File: config.mk
export PLATFORM = sky130hd
export DESIGN_NAME = multicycle_ctrl_fsm
export DESIGN_NICKNAME = d
export VERILOG_FILES = /design/src/rtl/multicycle_ctrl_fsm_pkg.sv /design/src/rtl/multicycle_ctrl_fsm_alu_decoder.sv /design/src/rtl/multicycle_ctrl_fsm.sv
export SDC_FILE = /design/constraint.sdc
export NUM_CORES = 1
export LEC_CHECK = 0
export ABC_CLOCK_PERIOD_IN_PS = 1400
export CAP_MARGIN = 25
export CORE_MARGIN = 5
export CORE_UTILIZATION = 35
export DETAILED_ROUTE_END_ITERATION = 16
export PLACE_DENSITY = 0.83
export SLEW_MARGIN = 20
export SYNTH_ARGS = -nofsm -noshare
export SYNTH_HDL_FRONTEND = slang
export SYNTH_SLANG_ARGS = --single-unit
File: constraint.sdc
create_clock -name clk -period 1.4 [get_ports clk]
set_input_delay 0.28 -clock clk [delete_from_list [all_inputs] [get_ports clk]]
set_output_delay 0.28 -clock clk [all_outputs]
set_load 0.005 [all_outputs]
File: src/rtl/multicycle_ctrl_fsm_pkg.sv
// Shared encodings for the multicycle ARM control unit: FSM states,
// datapath select encodings, ALU control codes and data-processing cmd opcodes.
// No ports; imported by alu_decoder and multicycle_ctrl_fsm.
package arm_ctrl_pkg;

  // 4-bit state encoding, FETCH must be zero so reset lands on it.
  typedef enum logic [3:0] {
    S_FETCH  = 4'd0,
    S_DECODE = 4'd1,
    S_MEMADR = 4'd2,
    S_MEMRD  = 4'd3,
    S_MEMWB  = 4'd4,
    S_MEMWR  = 4'd5,
    S_EXECR  = 4'd6,
    S_EXECI  = 4'd7,
    S_ALUWB  = 4'd8,
    S_BRANCH = 4'd9
  } state_e;

  // ALUControl
  localparam logic [1:0] ALU_ADD = 2'b00;
  localparam logic [1:0] ALU_SUB = 2'b01;
  localparam logic [1:0] ALU_AND = 2'b10;
  localparam logic [1:0] ALU_ORR = 2'b11;

  // ALUSrcB
  localparam logic [1:0] SRCB_WDATA = 2'b00;
  localparam logic [1:0] SRCB_IMM   = 2'b01;
  localparam logic [1:0] SRCB_FOUR  = 2'b10;

  // ResultSrc
  localparam logic [1:0] RES_ALUOUT    = 2'b00;
  localparam logic [1:0] RES_DATA      = 2'b01;
  localparam logic [1:0] RES_ALURESULT = 2'b10;

  // Instruction op field
  localparam logic [1:0] OP_DP  = 2'b00;
  localparam logic [1:0] OP_MEM = 2'b01;
  localparam logic [1:0] OP_BR  = 2'b10;

  // Data-processing cmd = Funct[4:1]
  localparam logic [3:0] CMD_AND = 4'b0000;
  localparam logic [3:0] CMD_SUB = 4'b0010;
  localparam logic [3:0] CMD_ADD = 4'b0100;
  localparam logic [3:0] CMD_CMP = 4'b1010;
  localparam logic [3:0] CMD_ORR = 4'b1100;

endpackage

File: src/rtl/multicycle_ctrl_fsm_alu_decoder.sv
// ALU decoder (combinational): maps cmd/S to ALUControl, FlagW and NoWrite.
// Ports: ALUOp (decode enable), Funct[5:0] in; ALUControl[1:0], FlagW[1:0], NoWrite out.
// With ALUOp=0 every output is 0 (ADD, no flag write).
module alu_decoder
  import arm_ctrl_pkg::*;
(
  input  logic       ALUOp,
  input  logic [5:0] Funct,
  output logic [1:0] ALUControl,
  output logic [1:0] FlagW,
  output logic       NoWrite
);

  logic known;  // cmd is one of the supported operations
  logic arith;  // operation produces meaningful C/V flags

  always_comb begin
    ALUControl = ALU_ADD;
    NoWrite    = 1'b0;
    known      = 1'b0;
    arith      = 1'b0;
    if (ALUOp) begin
      case (Funct[4:1])
        CMD_ADD: begin ALUControl = ALU_ADD; known = 1'b1; arith = 1'b1; end
        CMD_SUB: begin ALUControl = ALU_SUB; known = 1'b1; arith = 1'b1; end
        CMD_AND: begin ALUControl = ALU_AND; known = 1'b1; end
        CMD_ORR: begin ALUControl = ALU_ORR; known = 1'b1; end
        CMD_CMP: begin
          ALUControl = ALU_SUB;
          known      = 1'b1;
          arith      = 1'b1;
          NoWrite    = 1'b1;
        end
        default: ALUControl = ALU_ADD;
      endcase
    end
    // Unsupported cmds never touch the flags even if S is set.
    FlagW = known ? {Funct[0], Funct[0] & arith} : 2'b00;
  end

endmodule

File: src/rtl/multicycle_ctrl_fsm.sv
// Multicycle ARM main control: Moore FSM (fetch/decode/exec/mem/wb) plus ALU decode.
// Ports: clk, rst (async active-low), Op/Funct/Rd instruction fields in; FlagW, PCS,
// RegW, MemW write requests, NextPC/IRWrite enables and all datapath mux selects out.
// Optional macro DBG_STATE_EN adds output StateDbg[3:0] with the current state.
module multicycle_ctrl_fsm
  import arm_ctrl_pkg::*;
(
  input  logic       clk,
  input  logic       rst,
  input  logic [1:0] Op,
  input  logic [5:0] Funct,
  input  logic [3:0] Rd,
  output logic [1:0] FlagW,
  output logic       PCS,
  output logic       RegW,
  output logic       MemW,
  output logic       NextPC,
  output logic       IRWrite,
  output logic       AdrSrc,
  output logic       ALUSrcA,
  output logic [1:0] ALUSrcB,
  output logic [1:0] ResultSrc,
  output logic [1:0] ALUControl,
  output logic [1:0] ImmSrc,
  output logic [1:0] RegSrc
`ifdef DBG_STATE_EN
  ,
  output logic [3:0] StateDbg
`endif
);

  state_e     state_q, state_d;
  logic       no_write_q, no_write_d;
  logic       alu_op;
  logic       dec_no_write;
  logic [1:0] dec_flag_w;
  logic       reg_w_raw, mem_w_raw, next_pc_raw, ir_write_raw, branch_raw;

  alu_decoder u_alu_dec (
    .ALUOp      (alu_op),
    .Funct      (Funct),
    .ALUControl (ALUControl),
    .FlagW      (dec_flag_w),
    .NoWrite    (dec_no_write)
  );

  // Next state and NoWrite capture.
  always_comb begin
    state_d    = state_q;
    no_write_d = no_write_q;
    case (state_q)
      S_FETCH:  state_d = S_DECODE;
      S_DECODE: begin
        case (Op)
          OP_MEM:  state_d = S_MEMADR;
          OP_DP:   state_d = Funct[5] ? S_EXECI : S_EXECR;
          OP_BR:   state_d = S_BRANCH;
          default: state_d = S_FETCH;  // undefined op: retire with no writes
        endcase
      end
      S_MEMADR: state_d = Funct[0] ? S_MEMRD : S_MEMWR;
      S_MEMRD:  state_d = S_MEMWB;
      S_EXECR, S_EXECI: begin
        state_d    = S_ALUWB;
        no_write_d = dec_no_write;
      end
      default:  state_d = S_FETCH;  // MEMWB, MEMWR, ALUWB, BRANCH
    endcase
  end

  always_ff @(posedge clk or negedge rst) begin
    if (!rst) begin
      state_q    <= S_FETCH;
      no_write_q <= 1'b0;
    end else begin
      state_q    <= state_d;
      no_write_q <= no_write_d;
    end
  end

  // Moore decode of the registered state.
  always_comb begin
    next_pc_raw  = 1'b0;
    ir_write_raw = 1'b0;
    reg_w_raw    = 1'b0;
    mem_w_raw    = 1'b0;
    branch_raw   = 1'b0;
    alu_op       = 1'b0;
    AdrSrc       = 1'b0;
    ALUSrcA      = 1'b0;
    ALUSrcB      = SRCB_WDATA;
    ResultSrc    = RES_ALUOUT;
    case (state_q)
      S_FETCH: begin
        ir_write_raw = 1'b1;
        next_pc_raw  = 1'b1;
        ALUSrcA      = 1'b1;
        ALUSrcB      = SRCB_FOUR;
        ResultSrc    = RES_ALURESULT;
      end
      S_DECODE: begin
        ALUSrcA   = 1'b1;
        ALUSrcB   = SRCB_FOUR;
        ResultSrc = RES_ALURESULT;
      end
      S_MEMADR: ALUSrcB = SRCB_IMM;
      S_MEMRD:  AdrSrc  = 1'b1;
      S_MEMWB: begin
        ResultSrc = RES_DATA;
        reg_w_raw = 1'b1;
      end
      S_MEMWR: begin
        AdrSrc    = 1'b1;
        mem_w_raw = 1'b1;
      end
      S_EXECR: alu_op = 1'b1;
      S_EXECI: begin
        alu_op  = 1'b1;
        ALUSrcB = SRCB_IMM;
      end
      S_ALUWB: reg_w_raw = ~no_write_q;
      S_BRANCH: begin
        ALUSrcB    = SRCB_IMM;
        ResultSrc  = RES_ALURESULT;
        branch_raw = 1'b1;
      end
      default: ;
    endcase
  end

  // Enables are qualified by rst so nothing is written in a reset cycle,
  // even while the state register already shows FETCH.
  assign NextPC  = next_pc_raw & rst;
  assign IRWrite = ir_write_raw & rst;
  assign RegW    = reg_w_raw & rst;
  assign MemW    = mem_w_raw & rst;
  assign FlagW   = dec_flag_w & {2{rst}};
  assign PCS     = ((Rd == 4'hF) & RegW) | (branch_raw & rst);

  assign ImmSrc  = Op;
  assign RegSrc  = {Op == OP_MEM, Op == OP_BR};

`ifdef DBG_STATE_EN
  assign StateDbg = state_q;
`endif

endmodule

==> results.json, run 1 <==
{
  "status": "complete, but fails checks",
  "violations": "negative setup slack",
  "hold_viol_final": 0,
  "crit_required_ps": 1120,
  "grt-ovfl-total": 0,
  "die_y_microns": 48.6,
  "synthFlopType": "dfrtp_1",
  "drc": 0,
  "final_cells": 151,
  "cp_slowest_stage_delay_ps": 440,
  "timing.fmax_mhz": 594,
  "synth_edf_count": 0,
  "postRouteAntennaNets": 0,
  "via_per_inst": 5.21,
  "vias": 787,
  "detail_route.iter0.violations": 11,
  "worst_slew_pin_slew_ps": 284,
  "finish.utilization": 0.872,
  "die_x_microns": 48.6,
  "wl_per_cell_microns": 17.2,
  "synth_fp_nets": 80,
  "yosysWarnings": 0,
  "cp.buffers_inverters": 3,
  "hold_path_class": "in2async",
  "drv_cap": 0,
  "grt_use_total": 0.204,
  "path_cells": "buf_6 -> buf_6 -> nor3b_4 -> a21oi_4 -> o22ai_2 -> buf_2",
  "cts-root-buf": "clkbuf_4",
  "stdcell_area_sq_um": 1270,
  "place_ws_ps": -633,
  "port_buffers": 32,
  "reg2reg_depth": 5,
  "clock-sinks": 5,
  "relSlewSlack": 0.811,
  "dp_hpwl_mm": 1.34,
  "initial_core_util": 0.358,
  "clk_pin_slew_worst_paths_ps": 40,
  "finalWorstSetupSlack_ps": -283,
  "dieArea_sq_um": 2360,
  "cp_top_family": "flip-flops",
  "cts_tree": "built",
  "nNetsFinal": 150,
  "ys_ff_latch": 5,
  "power_density_nw_per_um2": 2020,
  "setup_viol": 16,
  "top_layer_used": "met4",
  "yosysSeqAreaShare": 0.240,
  "placed_cell_area_sq_um": 983,
  "grt_pass1_wl_mm": 3.91,
  "cp-end-kind": "output port",
  "wl_met1_microns": 964,
  "max-vdd-ir-drop_mv": 1.48,
  "cts_buffers": 3,
  "htreeDepth": 1,
  "grt_max_degree": 7,
  "yosysUniqueCellTypes": 32,
  "netlist_area_sq_um": 520,
  "slew_viol_final": 0,
  "diodes": 0,
  "ios": 33,
  "dp_cells": 130,
  "arrival_ps": 1400,
  "area_delta_synth_final_pct": 144,
  "post-route-period-util": 1.20,
  "worst-path-stages": 6,
  "core_sq_um": 1450,
  "cp_max_fo": 5,
  "hold_ws_ps": 294,
  "tns_ps": -3240,
  "grt_pass1_vias": 832,
  "p_leak_nw": 0.620,
  "skew_ps": 2.94,
  "clock_latency_ps": 240,
  "cpMaxStageDelayCell": "dfrtp_2",
  "cts.path.max_buffers": 2,
  "critPathLaunchType": "flop",
  "fp-row-count": 14,
  "total_power_mw": 2.56,
  "nFillCells": 79,
  "rsz0062_at_grt": "yes",
  "crit_type": "reg2out",
  "wl_met2_mm": 1.41,
  "synthArstFlopShare": 1.00,
  "drt_wl_total_mm": 2.60,
  "crit_path_frequent_cell": "buf_6",
  "fin_crit_ps": 1680,
  "drt-pass1-iter-count": 4,
  "cts_hold_buf": 0,
  "syn_area_per_cell_sq_um": 7.89,
  "route.met3.wl_microns": 170,
  "antenna_found_initial": 0,
  "place_congestion": 0.804,
  "post_route_cells_drive_above_1_share": 0.689,
  "syn-instance-count": 66
}
[path summary, 6_finish.rpt]
kind / startpoint / end / slack (ps)
hold reg to reg: no_write_q / no_write_q / 550
hold / removal: rst / state_q[2] / 290
max in group asynchronous: rst / state_q[1] / 980
setup / recovery: state_q[1] / ALUSrcB[0] / -280
setup reg to reg: state_q[1] / state_q[3] / -30
min in group clk: no_write_q / no_write_q / 550
[report_power, final]
group / total [mW] / internal, mW / leakage, nW / switching (mW)
clock network: 0.161 / 0.107 / 0.0150 / 0.0533
registers: 0.330 / 0.222 / 0.0591 / 0.108
logic: 2.07 / 1.22 / 0.546 / 0.852
[placed cells by master (no fill, tap or decap), drive strengths merged, types with 3 or more instances in the layout]
cell / count
buf: 57
nor2: 12
clkdlybuf4s50: 8
dlygate4sd2: 5
dfrtp: 5
inv: 4
clkbuf: 4
a21oi: 4
nand3b: 3
nor2b: 3
nor3: 3
nand2: 3
[synth_stat cells (2+ instances only)]
cell      instances  area (sq um)
nor2_1           12          45.0
nand3b_1          3          22.5
a21oi_1           4          20.0
dfrtp_1           5           125
nor3b_1           2          15.0
inv_1             4          15.0
buf_4             5          37.5
nor3_1            3          15.0
nand2_1           3          11.3
nand2b_1          2          12.5
nor2b_1           2          12.5
[area by class of cell]
| cell class | count | area [sq um] | share of cell area |
|---|---|---|---|
| inverters | 4 | 17.5 | 0.0138 |
| clock buffers | 4 | 26.3 | 0.0207 |
| flip-flops and latches | 5 | 130 | 0.103 |
| repair buffers | 72 | 609 | 0.481 |
| well taps | 16 | 20.0 | 0.0158 |
| multi-input cells | 50 | 464 | 0.366 |
[routing by layer]
layer / track usage / vias to the layer above
li1: - / 367
met1: 0.198 / 374
met2: 0.393 / 40
met3: 0.0767 / 6
met4: 0.0493 / 0
met5: 0 / -
[kinds of logic (layout without fill, tap and decap cells)]
logic type | Yosys count | in the layout | share of synthesized area
and+or+nand+nor | 35 | 35 | 0.392
DFF | 5 | 5 | 0.240
AOI/OAI and AO/OA | 13 | 13 | 0.204
xor gates and xnor gates | 2 | 2 | 0.0337
buffers and inverters | 11 | 80 | 0.130
[repair_timing]
action | in CTS | in global routing
setup endpoints to repair | 19 | 18
gates resized for setup | 106 | 22
gates cloned | 0 | 0
endpoints found under the hold margin | 0 | 0
pin swaps | 11 | 10
buffers inserted | 12 | 5
[worst reg2reg max path, stage by stage (launching register included)]
cell and delay [ps]:
dfrtp_2 420, and2b_2 250, buf_6 130, buf_4 120, buf_4 130, a32o_2 270
[sequential cells by signal, summed over array words and instances (netlist names)]
register	flops
no_write_q	1
state_q	4
No activity file was read; power rests on OpenSTA's default activity.
==> run 2: changes to the inputs <==
--- a/config.mk
+++ b/config.mk
@@ -11,6 +11,7 @@
 export CORE_UTILIZATION = 35
 export DETAILED_ROUTE_END_ITERATION = 16
 export PLACE_DENSITY = 0.83
+export SKIP_LAST_GASP = 1
 export SLEW_MARGIN = 20
 export SYNTH_ARGS = -nofsm -noshare
 export SYNTH_HDL_FRONTEND = slang
==> run 2 against run 1 <==
The run still ends with negative setup slack left; via count fell by 0.76%; wire length fell by 6.5%; sequential cell count did not move; cell area fell by 2.9%; setup slack got worse by 10 ps; count of clock-buffer cells in the layout did not move; worst hold slack got worse by 2.7 ps; global-route usage fell by 0.25 points; die area did not move; clock skew rose by 0.99 ps; maximum frequency fell by 0.62%; sequential share of layout area rose by 0.099 points.
==> results.json, run 2 (synthesized netlist as in run 1, its figures left out) <==
{
  "status": "complete, but fails checks",
  "violations": "negative setup slack",
  "slew_viol_final": 0,
  "regMostFlops": "state_q",
  "post-route-period-util": 1.21,
  "dieArea_sq_um": 2360,
  "wl_per_cell_microns": 16.1,
  "place_ws_ps": -633,
  "core_sq_um": 1450,
  "finish.utilization": 0.847,
  "clk_pin_slew_worst_paths_ps": 40,
  "largest_reg_flops": 4,
  "setup_viol": 15,
  "relSlewSlack": 0.810,
  "route.met3.wl_microns": 206,
  "arrival_ps": 1410,
  "critPathLaunchType": "flop",
  "skew_ps": 3.93,
  "power_density_nw_per_um2": 1980,
  "detail_route.iter0.violations": 14,
  "p_leak_nw": 0.596,
  "postRouteAntennaNets": 0,
  "timing.fmax_mhz": 590,
  "cts_tree": "built",
  "cts-root-buf": "clkbuf_4",
  "nNetsFinal": 150,
  "hold_path_class": "in2async",
  "top_layer_used": "met4",
  "tns_ps": -3260,
  "r2r-start": "state_q[1]",
  "crit_type": "reg2out",
  "clock-sinks": 5,
  "htreeDepth": 1,
  "cts.path.max_buffers": 2,
  "final_cell_mix": "buf_4, buf_2, buf_6, clkdlybuf4s50_1, nor2_1",
  "cts_buffers": 3,
  "nFillCells": 89,
  "finalWorstSetupSlack_ps": -294,
  "initial_core_util": 0.358,
  "crit_start": "state_q[1]",
  "place_congestion": 0.804,
  "stdcell_area_sq_um": 1230,
  "post_route_cells_drive_above_1_share": 0.667,
  "ios": 33,
  "fin_crit_ps": 1690,
  "die_x_microns": 48.6,
  "layout_commonest_cell": "buf_4",
  "drc": 0,
  "dp_hpwl_mm": 1.34,
  "grt_use_total": 0.201,
  "rsz0062_at_grt": "yes",
  "cp_max_fo": 5,
  "port_buffers": 32,
  "grt_pass1_wl_mm": 3.86,
  "clock_latency_ps": 230,
  "crit_required_ps": 1120,
  "wl_met1_microns": 938,
  "grt_max_degree": 7,
  "grt-ovfl-total": 0,
  "hold_ws_ps": 291,
  "vias": 781,
  "fp-row-count": 14,
  "via_per_inst": 5.17,
  "largestRegisters": "state_q: 4 flops, no_write_q: 1 flops",
  "grt_pass1_vias": 836,
  "cp-end-kind": "output port",
  "worst_slew_pin_slew_ps": 284,
  "area_delta_synth_final_pct": 137,
  "wl_met2_mm": 1.27,
  "drt_wl_total_mm": 2.43,
  "diodes": 0,
  "max-vdd-ir-drop_mv": 1.33,
  "drt-pass1-iter-count": 4,
  "antenna_found_initial": 0,
  "drv_cap": 0,
  "placed_cell_area_sq_um": 983,
  "die_y_microns": 48.6,
  "hold_viol_final": 0
}
==> run 2: changes by cell type in the layout (fill, tap and decap cells not counted), moves of 2 or more <==
cell,delta
buf_6,-2
dfrtp_2,-2
dfrtp_1,+2
buf_4,+2
==> run 2: final timing paths <==
path	endpoint	slack [ps]	cells past startpoint
max in group asynchronous	state_q[1]	980	2
hold reg to reg	no_write_q	500	2
setup reg to reg	state_q[3]	70	4
hold / removal	state_q[3]	290	2
min in group clk	no_write_q	500	2
setup / recovery	ALUSrcB[0]	-290	6
==> run 2: power by group <==
group	internal [mW]	switching (mW)
combinational	1.15	0.805
sequential	0.217	0.105
clock	0.107	0.0503
total	1.48	0.960
==> run 2: final cells by class <==
cell class,count,area [sq um],area share
multi-input combinational,50,449,0.365
timing repair buffer,72,593,0.482
sequential,5,128,0.104
tap,16,20.0,0.0163
clock buffer,4,26.3,0.0213
inverter,4,15.0,0.0122
==> run 2: worst max-delay path, cell delays in order, from the launching register on <==
cell     delay, ps
dfrtp_2        460
buf_6          140
buf_6          100
nor3b_4        140
a21oi_2        110
o22ai_2         90
buf_2          130
==> run 2: repair_timing <==
action | in CTS | in global routing
hold endpoints to repair | 0 | 0
cloned | 0 | 0
resized for setup | 103 | 17
setup buffers | 12 | 6
endpoints found under the setup margin | 19 | 18
pin swaps | 11 | 7
hold buffers | 0 | 0
==> run 2: routing by layer <==
metal,GRT usage,vias up
li1,-,367
met1,0.191,368
met2,0.393,42
met3,0.0828,4
met4,0.0404,0
met5,0,-
==> run 2: per-stage QoR <==
stage               total power [mW]  instances
floorplan                      0.854         66
global placement                1.50        130
detailed placement              1.52        130
CTS                             2.05        146
global route                    2.59        151
finish                          2.44        151
==> run 3: changes to the inputs <==
--- a/config.mk
+++ b/config.mk
@@ -7,7 +7,6 @@
 export LEC_CHECK = 0
 export ABC_CLOCK_PERIOD_IN_PS = 1400
 export CAP_MARGIN = 25
-export CORE_MARGIN = 5
 export CORE_UTILIZATION = 35
 export DETAILED_ROUTE_END_ITERATION = 16
 export PLACE_DENSITY = 0.83
==> run 3 against run 2 <==
Sequential power about the same; the flow still finishes with violations (negative setup slack); via count decreased by 4.2%; sequential share of layout area increased by 0.88 points; critical path type unchanged; critical endpoint is now PCS; largest cell class unchanged; largest power group unchanged.
==> results.json, run 3 (synthesized netlist as in run 1, its figures left out) <==
{
  "clock_latency_ps": 250,
  "crit_type": "reg2out",
  "slew_viol_final": 0,
  "drc": 0,
  "grt_max_degree": 7,
  "htreeDepth": 1,
  "dp_hpwl_mm": 1.39,
  "multi_input_area_sq_um": 438,
  "cp_slowest_stage_delay_ps": 430,
  "place_congestion": 0.723,
  "cp_top_family": "flip-flops",
  "rrSetupSlack_ps": 30,
  "path_cells": "buf_6 -> and2b_2 -> nand4b_1 -> o31ai_2 -> buf_2",
  "cts_hold_buf": 0,
  "ios": 33,
  "regMostFlops": "state_q",
  "grt_use_total": 0.297,
  "crit_required_ps": 1120,
  "clk_pin_slew_worst_paths_ps": 50,
  "wl_per_cell_microns": 16.4,
  "total_power_mw": 2.11,
  "drv_cap": 0,
  "r2r-start": "state_q[1]",
  "port_buffers": 32,
  "grt-ovfl-total": 0,
  "stdcell_area_sq_um": 1150,
  "cts.path.max_buffers": 2,
  "cp-end-kind": "output port",
  "reg2reg_to": "state_q[3]",
  "relSlewSlack": 0.810,
  "arrival_ps": 1450,
  "setup_viol": 15,
  "violations": "negative setup slack",
  "cts_tree": "built",
  "finalWorstSetupSlack_ps": -331,
  "placed_cell_area_sq_um": 975,
  "reg2reg_depth": 5,
  "layout_commonest_cell": "buf_4",
  "core_sq_um": 1350,
  "max-vdd-ir-drop_mv": 1.13,
  "largest_reg_flops": 4,
  "postRouteAntennaNets": 0,
  "worst-path-stages": 5,
  "dieArea_sq_um": 1650,
  "die_x_microns": 40.6,
  "detail_route.iter0.violations": 18,
  "nFillCells": 86,
  "initial_core_util": 0.386,
  "p_leak_nw": 0.558,
  "drt_wl_total_mm": 2.34,
  "hold_viol_final": 0,
  "antenna_found_initial": 0,
  "cp_max_fo": 4,
  "power_density_nw_per_um2": 1840,
  "skew_ps": 6.84,
  "vias": 748,
  "fin_crit_ps": 1730,
  "cp.buffers_inverters": 2,
  "hold_path_class": "in2async",
  "status": "complete, but fails checks",
  "timing.fmax_mhz": 578,
  "area_delta_synth_final_pct": 120,
  "regArea_sq_um": 129,
  "worst_slew_pin_slew_ps": 285,
  "rsz0062_at_grt": "yes",
  "cts-root-buf": "clkbuf_4",
  "drt-pass1-iter-count": 4,
  "crit_start": "state_q[1]",
  "final_cell_mix": "buf_4, buf_2, clkdlybuf4s50_1, buf_6, dlygate4sd2_1",
  "grt_pass1_vias": 728,
  "nNetsFinal": 143,
  "largestRegisters": "state_q: 4 flops, no_write_q: 1 flops",
  "clock-sinks": 5,
  "diodes": 0,
  "cpMaxStageDelayCell": "dfrtp_2",
  "post_route_cells_drive_above_1_share": 0.641,
  "fp-row-count": 13,
  "die_y_microns": 40.6,
  "critPathLaunchType": "flop",
  "grt_pass1_wl_mm": 3.11,
  "post-route-period-util": 1.24,
  "cts_buffers": 3,
  "via_per_inst": 5.23
}
run 3: changes by cell type in the layout (fill, tap and decap cells not counted), sizes merged:
cell,change
dlygate4sd2,+1
clkdlybuf4s15,-1
buf,-7
run 3: through the flow:
stage	hold WS (ps)	TNS, ps	worst slack, ps	instances	utilization
after floorplan	-15.6	0	23.6	66	-
after global placement	474	-7680	-625	128	0.722
after detailed placement	523	-8200	-703	128	0.722
after CTS	191	-2630	-283	142	0.804
after global routing	185	-3950	-406	143	0.849
final	196	-3100	-331	143	0.849
run 3: power by group:
group          switching (mW)  internal [mW]
clock network          0.0706          0.108
logic                   0.712          0.902
registers               0.102          0.219
run 3: per-layer routing:
metal | part of all wire | up-vias | global-route usage
met4 | 0.015 | 0 | 0.100
met5 | 0 | - | 0
li1 | - | 352 | -
met3 | 0.040 | 4 | 0.0500
met1 | 0.38 | 362 | 0.314
met2 | 0.56 | 30 | 0.575
run 3: area by class of cell:
cell class,instances,share of cell area
multi-input combinational,50,0.382
tap,15,0.0164
timing repair buffer,65,0.453
inverter,4,0.0131
sequential,5,0.112
clock buffer,4,0.0229
run 3: how the worst max path moves through the flow:
stage / slack (ps) / endpoint
3_3_place_gp: -620 / FlagW[1]
5_1_grt: -410 / PCS
3_5_place_dp: -700 / FlagW[1]
4_1_cts: -280 / PCS
6_report: -330 / PCS
2_1_floorplan: 20 / NextPC
run 3: what timing repair did:
action	in CTS	in global routing
pin swaps	14	6
setup buffers	11	1
gates resized for setup	95	15
setup endpoints to repair	20	21
